**src/rtl/exec_unit.sv**
```systemverilog
// exec_unit: execute/writeback stage; single-cycle ALU plus optional shift-add multiplier.
// Define EXEC_MUL_EN to compile in the iterative multiplier (opcode 8).
module exec_unit #(
    parameter int RADDRWIDTH = 3,
    parameter int REGWIDTH = 16
) (
    input  logic                  clk,
    input  logic                  rst,
    input  logic                  in_valid,
    output logic                  in_ready,
    input  logic [3:0]            op,
    input  logic [RADDRWIDTH-1:0] rd,
    input  logic [REGWIDTH-1:0]   a,
    input  logic [REGWIDTH-1:0]   b,
    output logic                  we,
    output logic [RADDRWIDTH-1:0] waddr,
    output logic [REGWIDTH-1:0]   wdata,
    output logic                  busy,
    output logic                  illegal
);
    localparam int SW = $clog2(REGWIDTH);
    logic fire, is_mul, legal;
    logic [REGWIDTH-1:0] alu;
    assign fire = in_valid && in_ready;
    always_comb begin
        alu = '0;
        legal = 1'b1;
        case (op)
            4'd0: alu = a + b;
            4'd1: alu = a - b;
            4'd2: alu = a & b;
            4'd3: alu = a | b;
            4'd4: alu = a ^ b;
            4'd5: alu = a << b[SW-1:0];
            4'd6: alu = a >> b[SW-1:0];
            4'd7: alu = {{(REGWIDTH-1){1'b0}}, $signed(a) < $signed(b)};
            default: legal = 1'b0;
        endcase
    end
`ifdef EXEC_MUL_EN
    typedef enum logic {IDLE, MUL} state_t;
    state_t state, state_n;
    logic [REGWIDTH-1:0] ma, mb, acc, sum;
    logic [RADDRWIDTH-1:0] mrd;
    logic [SW-1:0] cnt;
    logic mul_done;
    assign is_mul = op == 4'd8;
    assign in_ready = !rst && state == IDLE;
    assign busy = state == MUL;
    assign mul_done = state == MUL && cnt == SW'(REGWIDTH - 1);
    assign sum = acc + (mb[0] ? ma : '0);
    always_ff @(posedge clk)
        state <= rst ? IDLE : state_n;
    always_comb begin
        state_n = state;
        if (state == IDLE && fire && is_mul) state_n = MUL;
        else if (mul_done) state_n = IDLE;
    end
    // multiplicand shifts left, multiplier shifts right; one bit per cycle
    always_ff @(posedge clk) begin
        if (fire && is_mul) begin
            ma <= a;
            mb <= b;
            acc <= '0;
            cnt <= '0;
            mrd <= rd;
        end else if (state == MUL) begin
            acc <= sum;
            ma <= ma << 1;
            mb <= mb >> 1;
            cnt <= cnt + SW'(1);
        end
    end
`else
    assign is_mul = 1'b0;
    assign in_ready = !rst;
    assign busy = 1'b0;
`endif
    always_ff @(posedge clk) begin
        if (rst) begin
            we <= 1'b0;
            waddr <= '0;
            wdata <= '0;
            illegal <= 1'b0;
        end else begin
            we <= 1'b0;
            illegal <= 1'b0;
            if (fire && !is_mul) begin
                we <= legal && rd != '0;
                illegal <= !legal;
                waddr <= rd;
                wdata <= alu;
            end
`ifdef EXEC_MUL_EN
            if (mul_done) begin
                we <= mrd != '0;
                waddr <= mrd;
                wdata <= sum;
            end
`endif
        end
    end
endmodule

```
**config.mk**
```make
export PLATFORM = sky130hd
export DESIGN_NAME = exec_unit
export DESIGN_NICKNAME = d
export VERILOG_FILES = /design/src/rtl/exec_unit.sv
export SDC_FILE = /design/constraint.sdc
export NUM_CORES = 1
export LEC_CHECK = 0
export CAP_MARGIN = 15
export CORE_MARGIN = 5
export CORE_UTILIZATION = 35
export DETAILED_ROUTE_END_ITERATION = 7
export PLACE_DENSITY = 0.58
export RECOVER_POWER = 100
export SYNTH_ARGS = -nofsm -noshare
export SYNTH_HDL_FRONTEND = slang
export SYNTH_SLANG_ARGS = --single-unit
```
**constraint.sdc**
```tcl
create_clock -name clk -period 10.05 [get_ports clk]
set_input_delay 3.015 -clock clk [delete_from_list [all_inputs] [get_ports clk]]
set_output_delay 3.015 -clock clk [all_outputs]
set_load 0.005 [all_outputs]
```
Word level (Yosys, flattened, before mapping). Index checks and enable logic that the tools add are counted.

Register bits: 21. Input port bits: 42.

Add/sub/neg operators: 2. $lt $le $gt $ge: 1. Eq/ne operators: 7. Shift operators: 2. Mux-type cells: 2. Bitwise logic cells: 4. Reduce and logical (&&, ||, !) cells: 8.

Operators by type and width (number): $pmux W16 S8 (1); $add A16 B16 Y16 (1); $and A16 B16 Y16 (1); $eq A4 B3 Y1 const B (4); $lt A16 B16 Y1 (1); $or A16 B16 Y16 (1); $shl A16 B4 Y16 (1); $shr A16 B4 Y16 (1); $sub A16 B16 Y16 (1); $xor A16 B16 Y16 (1); $eq A4 B2 Y1 const B (2); $reduce_or A8 Y1 (1); $eq A4 B1 Y1 const B (1); $logic_not A4 Y1 (1); $reduce_bool A3 Y1 (1); $logic_and A1 B1 Y1 (2); $logic_not A1 Y1 (2); $reduce_or A2 Y1 (1); $mux W1 (1); $not A1 Y1 (1).

Logic depth before layout (Yosys ltp). Gate-level depths: netlist of run 1.

Depth after elaboration: 4. Mapped depth: 12. Gate-level depth less buffers: 10.

Worst setup path before layout of run 1. No wires, ideal clock.

Path kind: input port to output port. From: in rst. To: out in_ready. Data arrival time: 3.377 ns. Setup slack: 3.658 ns. Stages on the path: 2. Buffers on the path: 1. Cells stage by stage: clkbuf_1 inv_1.

Longest elaborated chain between the ends: 1.

Ends and longest elaborated chain: start, declared (RTL line 8) `input logic rst,`; $logic_not A1 Y1 (RTL line 76) `assign in_ready = !rst;`; end, declared (RTL line 10) `output logic in_ready,`.

Every way passes these cells.

Final worst setup path of run 1.
From: in b[1]. To: reg wdata[9].

Longest elaborated chain between the ends: 2. Elaborated cells between the ends (all ways): 5. Classes of those cells: add/sub (2); shift (2); mux (1).

Ends and longest elaborated chain: start, declared (RTL line 14) `input logic [REGWIDTH-1:0] b,`; $sub A16 B16 Y16 (tied with other cells) (RTL line 30) `4'd1: alu = a - b;`; $pmux W16 S8 (*) (RTL line 28) `case (op)`; end signal, assigned (RTL line 92) `wdata <= alu;`; end, declared (RTL line 17) `output logic [REGWIDTH-1:0] wdata,`.

Every way passes the cells marked *; elsewhere a longest branch is shown, timed or not. A chain may end at the register's enable or synchronous reset.

==> run metrics, run 1 <==
status=finished, final reports clean; crit path kind=in2reg; Root Driver=clkbuf_16; Bufs and invs on worst path=3; clk buf depth=2; Tightest Hold Check Type=reg2reg; number of enable flip-flop cells after synthesis=0; Rows=41; diodes inserted=0; CTS Hold Buffers Added=0; share of cells above drive strength 1=around 5.9%; global-route wire length before repair=about 27000 um; Worst setup SP type=primary input; most common cell after layout, fill and taps aside=nor2_1; Synth Flop Type=dfxtp_1; share of the yosys chip area belonging to registers=under 10%; Total Wirelength=between 15000 and 20000 um; family with the most delay on the worst path=buffers and inverters; r2r setup slk=roughly 8.7 ns; Netlist cell types=76; DR top layer=met4; core area=between 10000 and 15000 um^2; worst skew pair latency=around 0.25 ns; Slowest cell on crit path=clkbuf_1; Crit. path cell count=11; via-per-instance ratio=between 5 and 6; Post-CTS Resized=0; Initial Util=a little over a third; CTS buffer count=3; Worst setup EP type=register; I/O pin count=65; Cell Area, Synth=approximately 4500 um^2; R2R cell count=6; total global routing overflow=0; Final nets=760; fin. max-slew vios=0; vias=~5000; Setup-failing EPs final=0; Fin. Hold Viols=0; hpwl dp=~14000 um; Top cell by count, worst path=o31ai_1; fillers=1358; crit-path cells=dlygate4sd3_1 > clkbuf_1 > inv_1 > ha_1 > nor3_1 > o31ai_1 > a2111oi_0 > o31ai_1 > a31o_2 > mux2i_1 > o221ai_1; input/output buffers=63; Yosys Warn Count=0; initial antenna violation count=0; WL met1=roughly 7900 um; Worst-Margin Slew=between 1 and 1.5 ns; full die area=between 15000 and 20000 um^2; Min Hold Slack=between 0.4 and 0.5 ns; CP max stage delay=1.00 ns; commonest cells after routing, fill and taps aside=nor2_1 (73), ha_1 (52), inv_1 (51); Req. time, crit path=around 10 ns; Synth Net Count=~730; Setup Skew=0 ns; All-Layer GR Usage=roughly 23%; die width=123.6 um; CTS tree=yes; Setup TNS Final=0 ns; worst rel slew slack=under 10%; Final ANT Viol Nets=0; pwr/cell area=just under 80 nW/um^2; Max FO, Critical Path=29; ys async rst share=0%; #FFs+latches synth=21; Final Util=41.75%; drt first pass iters=6; largest net degree at the start of global routing=46; Tmin final=7.853 ns; FMAX=roughly 130 MHz; placed cell area=5215 um^2; GPL Wtd Cong=just under 1; MaxCap Viol Count=0; htree depth=1; Met3 Routed Length=approximately 1200 um; Die Y=~120 um; Avg Cell Area, Syn=between 7 and 8 um^2; Clock Pin Slew Worst Setup and Hold Paths=around 0.060 ns; DRC viols=0; Worst Hold Depth=2; vias in the first global route=~4700; RSZ-0062 raised after global routing=no; synthesis-to-layout area growth=16.65%; Met2 Wirelength=~8200 um; clk sinks=21; Synth Instances=629; Final Cell Area=between 5000 and 6000 um^2; Initial DRC Count=around 550; maximum vdd drop=~53 uV; Post-CTS Setup Bufs=0; Period Utilization, post-route=about four fifths; Critical Path AT=about 7.9 ns; drt wl/cell=roughly 21 um; static leakage=about 2.2 nW
## worst reg2reg max path: cells and delay by family, from the launching register on
family | cells | cell delay, ns
flip-flops | 1 | 0.34
AND/OR/NAND/NOR | 2 | 0.21
AO/OA/AOI/OAI | 4 | 0.69
## flip-flops by register name (all words and copies together) (netlist names)
register,count
illegal,1
waddr,3
wdata,16
we,1
## cell type report
class / count / area, um^2 / area share (%)
inverters: 53 / 198.9 / 3.776
repair buffers: 71 / 678.2 / 12.87
well taps: 172 / 215.2 / 4.085
flip-flops and latches: 21 / 420.4 / 7.979
multi-input cells: 514 / 3677 / 69.79
clock buffers: 4 / 78.83 / 1.496
## layer usage
metal / global-route usage (%) / vias to the layer above
met3: 2.134 / 29
met5: 0 / -
met1: 32.42 / 2378
met2: 37.31 / 216
li1: - / 2381
met4: 5.813 / 0
## cell usage after synthesis (7+ instances only)
master	number	area, um^2
nand3_1	11	55.05
inv_1	50	187.7
ha_1	52	650.6
a21oi_1	47	235.2
nor2_1	72	270.3
o22ai_1	8	50.05
nand2_1	45	168.9
nor2b_1	9	56.30
o221ai_1	7	61.31
o21ai_0	44	220.2
o211ai_1	7	52.55
mux2i_1	38	380.4
buf_2	12	60.06
mux2_2	8	90.09
dfxtp_1	21	420.4
mux4_2	7	157.7
a31oi_1	10	62.56
clkbuf_1	21	78.83
a211oi_1	21	157.7
nor3_1	21	105.1
## through the flow
stage / std cells / total power [W] / worst slack (ns)
2_1_floorplan: 629 / 0.0002431 / 3.658
3_3_place_gp: 831 / 0.0003267 / 2.718
3_5_place_dp: 831 / 0.0003269 / 2.706
4_1_cts: 835 / 0.0004142 / 2.695
5_1_grt: 835 / 0.0004386 / 1.836
6_report: 835 / 0.0004152 / 2.197
## path summary, 6_finish.rpt
| path | from | end |
|---|---|---|
| min | wdata[2]$_SDFFE_PP0P_ | wdata[2]$_SDFFE_PP0P_ |
| min reg2reg | wdata[2]$_SDFFE_PP0P_ | wdata[2]$_SDFFE_PP0P_ |
| max | b[1] | wdata[9]$_SDFFE_PP0P_ |
| max reg2reg | wdata[14]$_SDFFE_PP0P_ | wdata[14]$_SDFFE_PP0P_ |
## where the power goes
group,switching [W],internal (W)
logic,0.000143,0.0000927
registers,0.00000258,0.0000876
clock network,0.0000347,0.0000542
total,0.000181,0.000235
## cells by family after synthesis
kind of cell / synth area share [%]
compound gates: 31.16
flops: 9.307
buf+inv: 8.892
fa+ha+maj: 15.29
xor+xnor: 1.551
mux: 13.91
other cells: 0.08302
simple gates: 19.81
Power figures use the tool's default switching activity.
==> run 2: changes to the inputs <==
--- a/config.mk
+++ b/config.mk
@@ -9,7 +9,7 @@
 export CORE_MARGIN = 5
 export CORE_UTILIZATION = 35
 export DETAILED_ROUTE_END_ITERATION = 7
-export PLACE_DENSITY = 0.58
+export PLACE_DENSITY = 0.6
 export RECOVER_POWER = 100
 export SYNTH_ARGS = -nofsm -noshare
 export SYNTH_HDL_FRONTEND = slang
==> constraint.sdc (replaced) <==
create_clock -name clk -period 7.2 [get_ports clk]
set_input_delay 2.16 -clock clk [delete_from_list [all_inputs] [get_ports clk]]
set_output_delay 2.16 -clock clk [all_outputs]
set_load 0.005 [all_outputs]
==> run 2 against run 1 <==
Utilization barely moved. Final cell count decreased by 0.12%. Setup slack lost 0.85 ns. Critical path depth decreased by 3. Via count grew 2.5%. Clock skew unchanged. Global-route usage is 0.75 points higher. Die area unchanged. Sequential share of layout area about the same. Total power is 39% higher. Critical path type unchanged.
==> run metrics, run 2 (synthesis results as in run 1) <==
Initial Util=35.79% (unchanged); fin. max-slew vios=0 (unchanged); commonest cells after routing, fill and taps aside=nor2_1 (72), ha_1 (52), inv_1 (51) (was nor2_1 (73), ha_1 (52), inv_1 (51)); Initial DRC Count=650 (was 554); DRC viols=0 (unchanged); Root Driver=clkbuf_16 (unchanged); Post-CTS Setup Bufs=0 (unchanged); pwr/cell area=109.8 nW/um^2 (was 78.80 nW/um^2); Setup Skew=0 ns (unchanged); Period Utilization, post-route=about four fifths; drt first pass iters=6 (unchanged); Fin. Hold Viols=0 (unchanged); Rows=41 (unchanged); Cell Count, Final, Fillers Out=834 (was 835); initial antenna violation count=0 (unchanged); max reg flops=16 (unchanged); combinational share of power=57.2% (was 56.9%); Setup-failing EPs final=0 (unchanged); Seq pwr share=21.8% (was 21.7%); input/output buffers=63 (unchanged); CTS Hold Buffers Added=0 (unchanged); die width=123.6 um (unchanged); Die Y=123.6 um (unchanged); Final nets=759 (was 760); core area=12620 um^2 (unchanged); Total Wirelength=18220 um (was 17760 um); post-place setup slack=1.529 ns (was 2.706 ns); clk buf depth=2 (unchanged); Setup TNS Final=0 ns (unchanged); I/O pin count=65 (unchanged); Worst setup SP type=primary input (unchanged); htree depth=1 (unchanged); Clock Pin Slew Worst Setup and Hold Paths=0.06 ns (about the same); FMAX=170.9 MHz; All-Layer GR Usage=23.64% (was 22.89%); RSZ-0062 raised after global routing=no (unchanged); hpwl dp=14380 um (was 14100 um); GPL Wtd Cong=1.015 (was 0.9879); most common cell after layout, fill and taps aside=nor2_1 (unchanged); Worst-Margin Slew=1.397 ns (was 1.380 ns); full die area=15280 um^2 (unchanged); Max FO, Critical Path=23 (was 29); min setup slack post-route=1.348 ns (was 2.197 ns); Final ANT Viol Nets=0 (unchanged); worst rel slew slack=6.877% (was 7.976%); status=finished, final reports clean (unchanged); placed cell area=5207 um^2 (was 5215 um^2); maximum vdd drop=59.60 uV (was 52.89 uV); largest net degree at the start of global routing=39 (was 46); Req. time, crit path=7.32 ns (was 10.12 ns); Worst setup EP type=register (unchanged); drt wl/cell=21.85 um (was 21.27 um); Clock Power Share=21.0% (was 21.4%); Largest regs=wdata (16), waddr (3) (unchanged); MaxCap Viol Count=0 (unchanged); clk sinks=21 (unchanged); share of cells above drive strength 1=6.193% (was 5.882%); total global routing overflow=0 (unchanged); P_int=0.0003275 W (was 0.0002345 W); CTS buffer count=3 (unchanged); global-route wire length before repair=27880 um (was 26970 um); via-per-instance ratio=6.149 (was 5.993); Tightest Hold Check Type=reg2reg (unchanged); vias=5128 (was 5004); Sw Share=43.43% (was 43.51%); CTS tree=yes (unchanged); Final Cell Area=5273 um^2 (was 5269 um^2); Reg with most FFs=wdata (unchanged); Critical Path AT=5.98 ns (was 7.92 ns); synthesis-to-layout area growth=16.73% (was 16.65%); crit path kind=in2reg (unchanged); diodes inserted=0 (unchanged); Psw=0.0002515 W (was 0.0001807 W); Post-CTS Resized=0 (unchanged); worst skew pair latency=0.26 ns (was 0.25 ns); vias in the first global route=4786 (was 4682); DP Cell Count=830 (was 831); Tmin final=between 5 and 6 ns; static leakage=2.233 nW (was 2.238 nW)
==> run 2: layout make-up <==
type / count / area [um^2]
fillers: 1354 / 7347
multi-input cells: 514 / 3689
repair buffers: 70 / 670.6
flip-flops and latches: 21 / 420.4
well taps: 172 / 215.2
inverters: 53 / 198.9
clock buffers: 4 / 78.83
==> run 2: through the flow <==
| step | hold WS (ns) | power [W] | utilization, % |
|---|---|---|---|
| 2_1_floorplan | 0.4842 | 0.0003393 | - |
| 3_3_place_gp | 0.4719 | 0.0004546 | 41.27 |
| 3_5_place_dp | 0.4860 | 0.0004556 | 41.27 |
| 4_1_cts | 0.4981 | 0.0005782 | 41.89 |
| 5_1_grt | 0.5207 | 0.0006152 | 41.78 |
| 6_report | 0.4912 | 0.0005790 | 41.78 |
==> run 2: path summary, 6_finish.rpt <==
path / from / end / slack, ns / cells after the start
setup / recovery: op[0] / wdata[2]$_SDFFE_PP0P_ / 1.35 / 8
hold / removal: wdata[4]$_SDFFE_PP0P_ / wdata[4]$_SDFFE_PP0P_ / 0.49 / 2
setup reg to reg: wdata[15]$_SDFFE_PP0P_ / wdata[15]$_SDFFE_PP0P_ / 5.81 / 4
hold reg to reg: wdata[4]$_SDFFE_PP0P_ / wdata[4]$_SDFFE_PP0P_ / 0.49 / 2
==> run 2: power by group through the flow <==
stage	Clock, W	Combinational [W]	Sequential, W
2_1_floorplan	0	0.000211	0.000129
3_3_place_gp	0	0.000326	0.000129
3_5_place_dp	0	0.000327	0.000129
4_1_cts	0.000123	0.000328	0.000126
5_1_grt	0.000128	0.000360	0.000127
6_report	0.000121	0.000331	0.000126
==> run 2: worst max-delay path: stages <==
cell,delay (ns)
dlygate4sd3_1,1.18
clkbuf_1,0.85
clkinv_1,0.62
a21oi_1,0.32
xnor2_1,0.17
o22ai_1,0.12
a211oi_1,0.45
nor3_1,0.09
==> run 2: layer usage <==
layer,vias to the layer above,global-route usage [%],routed length [um]
met2,292,38.19,8391
li1,2376,-,-
met5,-,0,0
met1,2413,31.33,7469
met3,47,4.587,1699
met4,0,8.443,663
